===== config.mk =====
export PLATFORM = sky130hd
export DESIGN_NAME = disp_frame_rd_sched_flat
export DESIGN_NICKNAME = d
export VERILOG_FILES = /design/src/rtl/disp_rd_pkg.sv /design/src/rtl/disp_frame_rd_sched_if.sv /design/src/rtl/disp_rd_addr_gen.sv /design/src/rtl/disp_frame_rd_sched.sv /design/src/flat_wrapper.sv
export SDC_FILE = /design/constraint.sdc
export NUM_CORES = 1
export LEC_CHECK = 0
export CORE_MARGIN = 1.5
export CORE_UTILIZATION = 30
export DETAILED_ROUTE_END_ITERATION = 12
export GPL_TIMING_DRIVEN = 0
export PLACE_DENSITY_LB_ADDON = 0.25
export SLEW_MARGIN = 10
export SYNTH_ARGS = -nofsm -noshare
export SYNTH_HDL_FRONTEND = slang
export SYNTH_SLANG_ARGS = --single-unit
export TNS_END_PERCENT = 20

===== constraint.sdc =====
create_clock -name ClkDisp -period 5.7 [get_ports ClkDisp]
set_clock_uncertainty 0.15 [all_clocks]
set_input_delay 1.14 -clock ClkDisp [delete_from_list [all_inputs] [get_ports ClkDisp]]
set_output_delay 1.14 -clock ClkDisp [all_outputs]
set_load 0.1 [all_outputs]

===== src/rtl/disp_rd_pkg.sv =====
// Shared definitions for the display frame-buffer read scheduler:
// FSM state encoding and default frame/burst/FIFO geometry.
package disp_rd_pkg;

  localparam int unsigned H_ACTIVE        = 800;
  localparam int unsigned V_ACTIVE        = 480;
  localparam int unsigned DEF_FRAME_WORDS = H_ACTIVE * V_ACTIVE;
  localparam int unsigned DEF_BURST_LEN   = 64;
  localparam int unsigned DEF_FIFO_DEPTH  = 512;

  typedef enum logic [2:0] {
    IDLE,
    CLEAR,
    CHECK,
    REQ,
    WAIT
  } sched_state_t;

endpackage


===== src/rtl/disp_frame_rd_sched_if.sv =====
// DDR3 read-port handshake between the display read scheduler (master)
// and the read arbiter (slave).
interface disp_frame_rd_sched_if #(
  parameter int unsigned ADDR_W = 28,
  parameter int unsigned LEN_W  = 8
);

  logic              Rd_Req;
  logic [ADDR_W-1:0] Rd_Addr;
  logic [LEN_W-1:0]  Rd_Len;
  logic              Rd_Ack;
  logic              Rd_Done;

  modport master (
    output Rd_Req,
    output Rd_Addr,
    output Rd_Len,
    input  Rd_Ack,
    input  Rd_Done
  );

  modport slave (
    input  Rd_Req,
    input  Rd_Addr,
    input  Rd_Len,
    output Rd_Ack,
    output Rd_Done
  );

endinterface


===== src/rtl/disp_rd_addr_gen.sv =====
// Frame address/remaining-word tracking, next burst length and the
// line-FIFO free-space test for the display read scheduler.
module disp_rd_addr_gen #(
  parameter int unsigned       ADDR_W      = 28,
  parameter logic [ADDR_W-1:0] BASE_ADDR   = '0,
  parameter int unsigned       FRAME_WORDS = 384000,
  parameter int unsigned       BURST_LEN   = 64,
  parameter int unsigned       LEN_W       = 8,
  parameter int unsigned       FIFO_DEPTH  = 512,
  parameter int unsigned       LEVEL_W     = 10
) (
  input  logic               ClkDisp,
  input  logic               Rst_n,
  input  logic               load,
  input  logic               advance,
  input  logic [LEN_W-1:0]   adv_len,
  input  logic [LEVEL_W-1:0] Fifo_Level,
  output logic [ADDR_W-1:0]  addr,
  output logic [LEN_W-1:0]   next_len,
  output logic               remain_zero,
  output logic               space_ok
);

  localparam int unsigned REM_W = $clog2(FRAME_WORDS + 1);
  localparam int unsigned SUM_W = LEVEL_W + 1;

  logic [REM_W-1:0] remain;

  always_ff @(posedge ClkDisp or negedge Rst_n) begin
    if (!Rst_n) begin
      addr   <= BASE_ADDR;
      remain <= '0;
    end else if (load) begin
      addr   <= BASE_ADDR;
      remain <= REM_W'(FRAME_WORDS);
    end else if (advance) begin
      addr   <= addr + ADDR_W'(adv_len);
      remain <= remain - REM_W'(adv_len);
    end
  end

  // Last burst of a frame shrinks to whatever is left.
  always_comb begin
    next_len = LEN_W'(BURST_LEN);
    if (32'(remain) < BURST_LEN) next_len = LEN_W'(remain);
  end

  assign remain_zero = (remain == '0);

  // One extra bit so level + len cannot wrap.
  assign space_ok = (({1'b0, Fifo_Level} + SUM_W'(next_len)) <= SUM_W'(FIFO_DEPTH));

endmodule


===== src/rtl/disp_frame_rd_sched.sv =====
// Display frame-buffer read scheduler: keeps the line FIFO ahead of the display
// with one outstanding DDR3 burst at a time. Optional DISP_UNDERRUN_CNT_EN adds Underrun_Cnt.
module disp_frame_rd_sched
  import disp_rd_pkg::*;
#(
  parameter int unsigned       ADDR_W      = 28,
  parameter logic [ADDR_W-1:0] BASE_ADDR   = '0,
  parameter int unsigned       FRAME_WORDS = DEF_FRAME_WORDS,
  parameter int unsigned       BURST_LEN   = DEF_BURST_LEN,
  parameter int unsigned       LEN_W       = 8,
  parameter int unsigned       FIFO_DEPTH  = DEF_FIFO_DEPTH,
  parameter int unsigned       LEVEL_W     = 10,
  parameter int unsigned       CLR_CYCLES  = 4
) (
  input  logic                  ClkDisp,
  input  logic                  Rst_n,
  input  logic                  Frame_Begin,
  input  logic [LEVEL_W-1:0]    Fifo_Level,
  input  logic                  Fifo_Empty,
  input  logic                  DataReq,
  disp_frame_rd_sched_if.master rd,
  output logic                  Fifo_Clr,
  output logic                  Frame_Busy
`ifdef DISP_UNDERRUN_CNT_EN
  ,
  output logic [15:0]           Underrun_Cnt
`endif
);

  localparam int unsigned CLR_W = $clog2(CLR_CYCLES + 1);

  sched_state_t     state, state_nx;
  logic [CLR_W-1:0] clr_cnt;
  logic             pending;
  logic             load, advance, issue;
  logic [ADDR_W-1:0] addr;
  logic [LEN_W-1:0]  next_len;
  logic              remain_zero, space_ok;

  disp_rd_addr_gen #(
    .ADDR_W      (ADDR_W),
    .BASE_ADDR   (BASE_ADDR),
    .FRAME_WORDS (FRAME_WORDS),
    .BURST_LEN   (BURST_LEN),
    .LEN_W       (LEN_W),
    .FIFO_DEPTH  (FIFO_DEPTH),
    .LEVEL_W     (LEVEL_W)
  ) u_addr_gen (
    .ClkDisp     (ClkDisp),
    .Rst_n       (Rst_n),
    .load        (load),
    .advance     (advance),
    .adv_len     (rd.Rd_Len),
    .Fifo_Level  (Fifo_Level),
    .addr        (addr),
    .next_len    (next_len),
    .remain_zero (remain_zero),
    .space_ok    (space_ok)
  );

  always_ff @(posedge ClkDisp or negedge Rst_n) begin
    if (!Rst_n) begin
      state   <= IDLE;
      clr_cnt <= '0;
      pending <= 1'b0;
    end else begin
      state   <= state_nx;
      clr_cnt <= (state == CLEAR) ? clr_cnt + 1'b1 : '0;
      // A new frame start always wins over the clear done by CLEAR.
      if (Frame_Begin)         pending <= 1'b1;
      else if (state == CLEAR) pending <= 1'b0;
    end
  end

  always_comb begin
    state_nx = state;
    load     = 1'b0;
    advance  = 1'b0;
    issue    = 1'b0;
    case (state)
      IDLE:  if (pending) state_nx = CLEAR;
      CLEAR: begin
        load = 1'b1;
        if (clr_cnt == CLR_W'(CLR_CYCLES - 1)) state_nx = CHECK;
      end
      CHECK: begin
        if (pending)          state_nx = CLEAR;
        else if (remain_zero) state_nx = IDLE;
        else if (space_ok) begin
          state_nx = REQ;
          issue    = 1'b1;
        end
      end
      REQ: begin
        if (rd.Rd_Ack) begin
          advance  = 1'b1;
          state_nx = WAIT;
        end
      end
      WAIT:    if (rd.Rd_Done) state_nx = CHECK;
      default: state_nx = IDLE;
    endcase
  end

  // Request fields are captured on entry to REQ and held through the handshake.
  always_ff @(posedge ClkDisp or negedge Rst_n) begin
    if (!Rst_n) begin
      rd.Rd_Addr <= '0;
      rd.Rd_Len  <= '0;
    end else if (issue) begin
      rd.Rd_Addr <= addr;
      rd.Rd_Len  <= next_len;
    end
  end

  assign rd.Rd_Req  = (state == REQ);
  assign Fifo_Clr   = (state == CLEAR);
  assign Frame_Busy = (state != IDLE);

`ifdef DISP_UNDERRUN_CNT_EN
  always_ff @(posedge ClkDisp or negedge Rst_n) begin
    if (!Rst_n)                                        Underrun_Cnt <= '0;
    else if (state == CLEAR)                           Underrun_Cnt <= '0;
    else if (DataReq && Fifo_Empty && (Underrun_Cnt != '1)) Underrun_Cnt <= Underrun_Cnt + 16'd1;
  end
`else
  logic unused_underrun_inputs;
  assign unused_underrun_inputs = DataReq ^ Fifo_Empty;
`endif

endmodule


===== src/flat_wrapper.sv =====
// flat-port wrapper written by rule: the top's interface ports become plain ports
module disp_frame_rd_sched_flat import disp_rd_pkg::*;
#(
  parameter int unsigned       ADDR_W      = 28,
  parameter logic [ADDR_W-1:0] BASE_ADDR   = '0,
  parameter int unsigned       FRAME_WORDS = DEF_FRAME_WORDS,
  parameter int unsigned       BURST_LEN   = DEF_BURST_LEN,
  parameter int unsigned       LEN_W       = 8,
  parameter int unsigned       FIFO_DEPTH  = DEF_FIFO_DEPTH,
  parameter int unsigned       LEVEL_W     = 10,
  parameter int unsigned       CLR_CYCLES  = 4
)
  (ClkDisp, Rst_n, Frame_Begin, Fifo_Level, Fifo_Empty, DataReq, Fifo_Clr, Frame_Busy, rd_Rd_Req, rd_Rd_Addr, rd_Rd_Len, rd_Rd_Ack, rd_Rd_Done);
  disp_frame_rd_sched_if #(.ADDR_W(ADDR_W), .LEN_W(LEN_W)) rd_i ();
  input  logic ClkDisp;
  input  logic Rst_n;
  input  logic Frame_Begin;
  input  logic [LEVEL_W-1:0] Fifo_Level;
  input  logic Fifo_Empty;
  input  logic DataReq;
  output logic Fifo_Clr;
  output logic Frame_Busy;
  output wire logic [$bits(rd_i.Rd_Req)-1:0] rd_Rd_Req;
  output wire logic [$bits(rd_i.Rd_Addr)-1:0] rd_Rd_Addr;
  output wire logic [$bits(rd_i.Rd_Len)-1:0] rd_Rd_Len;
  input wire logic [$bits(rd_i.Rd_Ack)-1:0] rd_Rd_Ack;
  input wire logic [$bits(rd_i.Rd_Done)-1:0] rd_Rd_Done;
  assign rd_Rd_Req = rd_i.Rd_Req;
  assign rd_Rd_Addr = rd_i.Rd_Addr;
  assign rd_Rd_Len = rd_i.Rd_Len;
  assign rd_i.Rd_Ack = rd_Rd_Ack;
  assign rd_i.Rd_Done = rd_Rd_Done;
  disp_frame_rd_sched #(.ADDR_W(ADDR_W), .BASE_ADDR(BASE_ADDR), .FRAME_WORDS(FRAME_WORDS), .BURST_LEN(BURST_LEN), .LEN_W(LEN_W), .FIFO_DEPTH(FIFO_DEPTH), .LEVEL_W(LEVEL_W), .CLR_CYCLES(CLR_CYCLES)) u_core (.ClkDisp(ClkDisp), .Rst_n(Rst_n), .Frame_Begin(Frame_Begin), .Fifo_Level(Fifo_Level), .Fifo_Empty(Fifo_Empty), .DataReq(DataReq), .rd(rd_i), .Fifo_Clr(Fifo_Clr), .Frame_Busy(Frame_Busy));
endmodule

==> metrics.md <==
| Metric | Value |
|---|---|
| Worst Max-Slew Pin Slew | `0.981 ns` |
| Vias per cell | `4.87` |
| Status | `complete, no violations` |
| P per Cell Area | `347 nW/um^2` |
| Antenna violations before repair | `0` |
| Initial core utilization | `30.9%` |
| Max Cap Viol | `0` |
| Final Cell Area | `6280 sq um` |
| Post-Route Setup TNS | `0 ns` |
| CTS buffer count | `9` |
| Worst Path Arrival | `5.37 ns` |
| Vias in the first global route | `3,817` |
| DRT iter0 DRCs | `284` |
| RSZ-0062 raised after global routing | `false` |
| P&R area growth vs syn | `21.8%` |
| Mapped Cells | `495` |
| Mapped Area | `5160 sq um` |
| Layout cells sized above 1 | `12.6%` |
| Port Buf Inserts | `53` |
| RePlAce Congestion | `0.854` |
| Top-area cell type share of the netlist area | `43.7%` |
| Worst setup SP type | `flop` |
| Ys flop type | `dfrtp_1` |
| I/O pin cnt | `56` |
| Cell family with most CP delay | `compound AO/OA/AOI/OAI gates` |
| CTS tree | `done` |
| CP Buf/Inv Count | `2` |
| Row count | `47` |
| Core area | `16,700 sq um` |
| Slowest cell on crit path | `a31oi_4` |
| Dpl hpwl | `8530 microns` |
| Vias | `3,822` |
| H-tree lvl count | `3` |
| Mean Syn Cell Area | `10.4 sq um` |
| Crit end category | `flop` |
| Critical path fanouts, max | `10` |
| Remaining Overflow, GRT | `0` |
| Post-CTS setup buffers | `0` |
| CTS root buf | `clkbuf_16` |
| LEAKAGE | `2.64 nW` |
| Non-filler cells, final | `785` |
| Drc violations | `0` |
| Critical-path cell list | `or4_4, or3_4, nor3_4, inv_2, nor2_1, ha_1, a211oi_1, or3_1, a31oi_1, a2111oi_0, o211ai_1, a31oi_4, buf_6, mux2_4` |
| Worst hold path type | `flop to flop` |
| Max clock buf depth | `2` |
| ANT cells | `0` |
| Hold_buf cts | `0` |
| First-pass GRT wire length | `19,300 microns` |
| Routed wire per std cell | `14.9 microns` |
| Later-pin clock latency in the skew report | `0.34 ns` |
| Critical path class | `flop to flop` |
| Fin nets | `606` |
| Achievable Freq | `189 MHz` |
| Synth cell types | `54` |
| Final hold vios | `0` |
| Post-synthesis register bit count | `90` |
| Final WS setup | `0.407 ns` |
| Setup-failing EPs final | `0` |
| Area post-placement | `5990 sq um` |
| Total track usage | `13.5%` |
| Max transition margin | `34.4%` |
| Post-synthesis sequential area ratio | `43.7%` |
| Critical path required time | `5.78 ns` |
| Final Util | `37.6%` |
| Chip Width | `134 microns` |
| Max VDD drop | `0.265 mV` |
| Number of synthesized flops with an enable pin | `0` |
| Post-placement setup slack | `0.453 ns` |
| Placed Instances | `769` |
| Post-synth top area cell | `dfrtp_1` |
| Ys Warns | `0` |
| Asr flop ratio synth | `100%` |
| Syn_nets | `541` |
| Drt total wl | `11,700 microns` |
| Largest net degree at the start of global routing | `61` |
| Die ar. | `18,000 sq um` |
| Period utilization | `92.9%` |
| Die Span Y | `134 microns` |
| Tmin final | `5.29 ns` |
| Post-cts resize count | `0` |
| DRT antenna net count | `0` |
| Sinks on Clock Net | `90` |
| CTS clk-pin slew, worst paths | `0.06 ns` |
| Pins Over Slew Limit | `0` |
| 1st-pass router iterations | `4` |
| CP max stage delay | `0.57 ns` |
| Synth area leaders | `dfrtp_1, mux2_4, ha_1` |
==> path summary, 6_finish.rpt <==
kind / slack, ns / endpoint / cells after the start / startpoint
max in group asynchronous: 4.18 / u_core.clr_cnt[1]$_DFF_PN0_ / 2 / Rst_n
setup reg to reg: 0.41 / u_core.rd.Rd_Len[1]$_DFFE_PN0P_ / 14 / u_core.u_addr_gen.remain[9]$_DFFE_PN0P_
hold / removal: 0.28 / u_core.clr_cnt[0]$_DFF_PN0_ / 1 / u_core.clr_cnt[0]$_DFF_PN0_
hold reg to reg: 0.28 / u_core.clr_cnt[0]$_DFF_PN0_ / 1 / u_core.clr_cnt[0]$_DFF_PN0_
setup / recovery: 0.41 / u_core.rd.Rd_Len[1]$_DFFE_PN0P_ / 14 / u_core.u_addr_gen.remain[9]$_DFFE_PN0P_
min in group asynchronous: 0.57 / u_core.rd.Rd_Addr[11]$_DFFE_PN0P_ / 1 / Rst_n
==> where the power goes <==
| part | internal [W] | total, W | leakage (nW) | switching [W] |
|---|---|---|---|---|
| clock | 0.000339 | 0.000597 | 0.142 | 0.000258 |
| combinational | 0.000242 | 0.000825 | 1.30 | 0.000583 |
| sequential | 0.000703 | 0.000756 | 1.20 | 0.0000526 |
| total | 0.00128 | 0.00218 | 2.64 | 0.000894 |
==> synthesized netlist by cell type, types with 3 or more instances <==
cell type and number:
and3_1 4, a211oi_1 9, or3_1 10, a31oi_1 3
a211o_1 6, mux2i_1 10, xnor2_1 16, or2_2 8
buf_6 3, nand3_1 10, dfrtp_1 90, ha_1 26
clkbuf_1 11, mux2_4 28, a21oi_1 20, nand2b_1 10
or4_1 8, buf_1 3, mux2_2 6, inv_1 24
fa_1 3, nand2_1 38, nand4_1 4, xor2_1 6
o21ai_0 24, o41ai_1 6, nor2b_1 8, nor2_1 40
a2111oi_0 3, and2_1 9, nor3_1 6, a21boi_0 3
o31ai_1 10, a21o_1 7
==> worst reg2reg max path, delay by kind of cell, from the launching register on <==
family,cells,cell delay [ns]
buffers and inverters,2,0.39
adder cells (fa/ha/maj),1,0.29
AND/OR/NAND/NOR,5,1.72
flip-flops,1,0.43
AO/OA/AOI/OAI,5,1.89
multiplexers,1,0.32
==> through the flow <==
stage                     power (W)  hold WS, ns
final                       0.00218        0.283
after global routing        0.00230        0.315
after CTS                   0.00220        0.290
after detailed placement    0.00160        0.282
after global placement      0.00158        0.271
after floorplan             0.00137        0.260
==> cells in the final DEF (no fill, tap or decap), types with 7 or more instances in the layout <==
cell and count:
nand2_1 38, a211oi_1 9, or3_1 10, o21ai_0 24
nand2b_1 10, clkbuf_1 11, and2_1 9, inv_1 24
a21o_1 7, o31ai_1 10, xnor2_1 16, a21oi_1 20
or4_1 8, dfrtp_1 90, nor2b_1 8, nor2_1 40
clkdlybuf4s50_1 52, nand3_1 10, mux2_4 28, or2_2 8
clkbuf_16 9, ha_1 26, mux2i_1 10
==> final cells by class <==
class | instances | area, sq um
plain buffers | 17 | 86.3
clock buffers | 9 | 225
clock inverters | 7 | 68.8
fillers | 1660 | 10400
inverters | 25 | 93.8
multi-input cells | 363 | 2730
flip-flops and latches | 90 | 2250
well taps | 220 | 275
repair buffers | 54 | 556
==> registers in the layout, indices dropped and copies added (netlist names) <==
| name | cells |
|---|---|
| u_core.rd.Rd_Addr | 28 |
| u_core.u_addr_gen.addr | 28 |
| u_core.u_addr_gen.remain | 19 |
| u_core.rd.Rd_Len | 8 |
| u_core.clr_cnt | 3 |
| u_core.state | 3 |
| u_core.pending | 1 |
==> metal layers <==
metal | global-route usage [%] | vias up | wire (microns)
met2 | 22.1 | 69 | 5480
met1 | 18.3 | 1829 | 5620
met3 | 1.78 | 14 | 408
li1 | - | 1910 | -
met5 | 0 | - | 0
met4 | 5.50 | 0 | 193
==> cells by family after synthesis <==
group                      after synthesis  share of synthesized area, %
AOI/OAI and AO/OA                      103                          13.7
other                                    1                        0.0727
and+or+nand+nor                        164                          16.5
muxes                                   44                          11.4
xor gates and xnor gates                22                          3.74
adders and majority gates               29                          7.47
buffers and inverters                   42                          3.49
DFF                                     90                          43.7
Power figures use the tool's default switching activity.
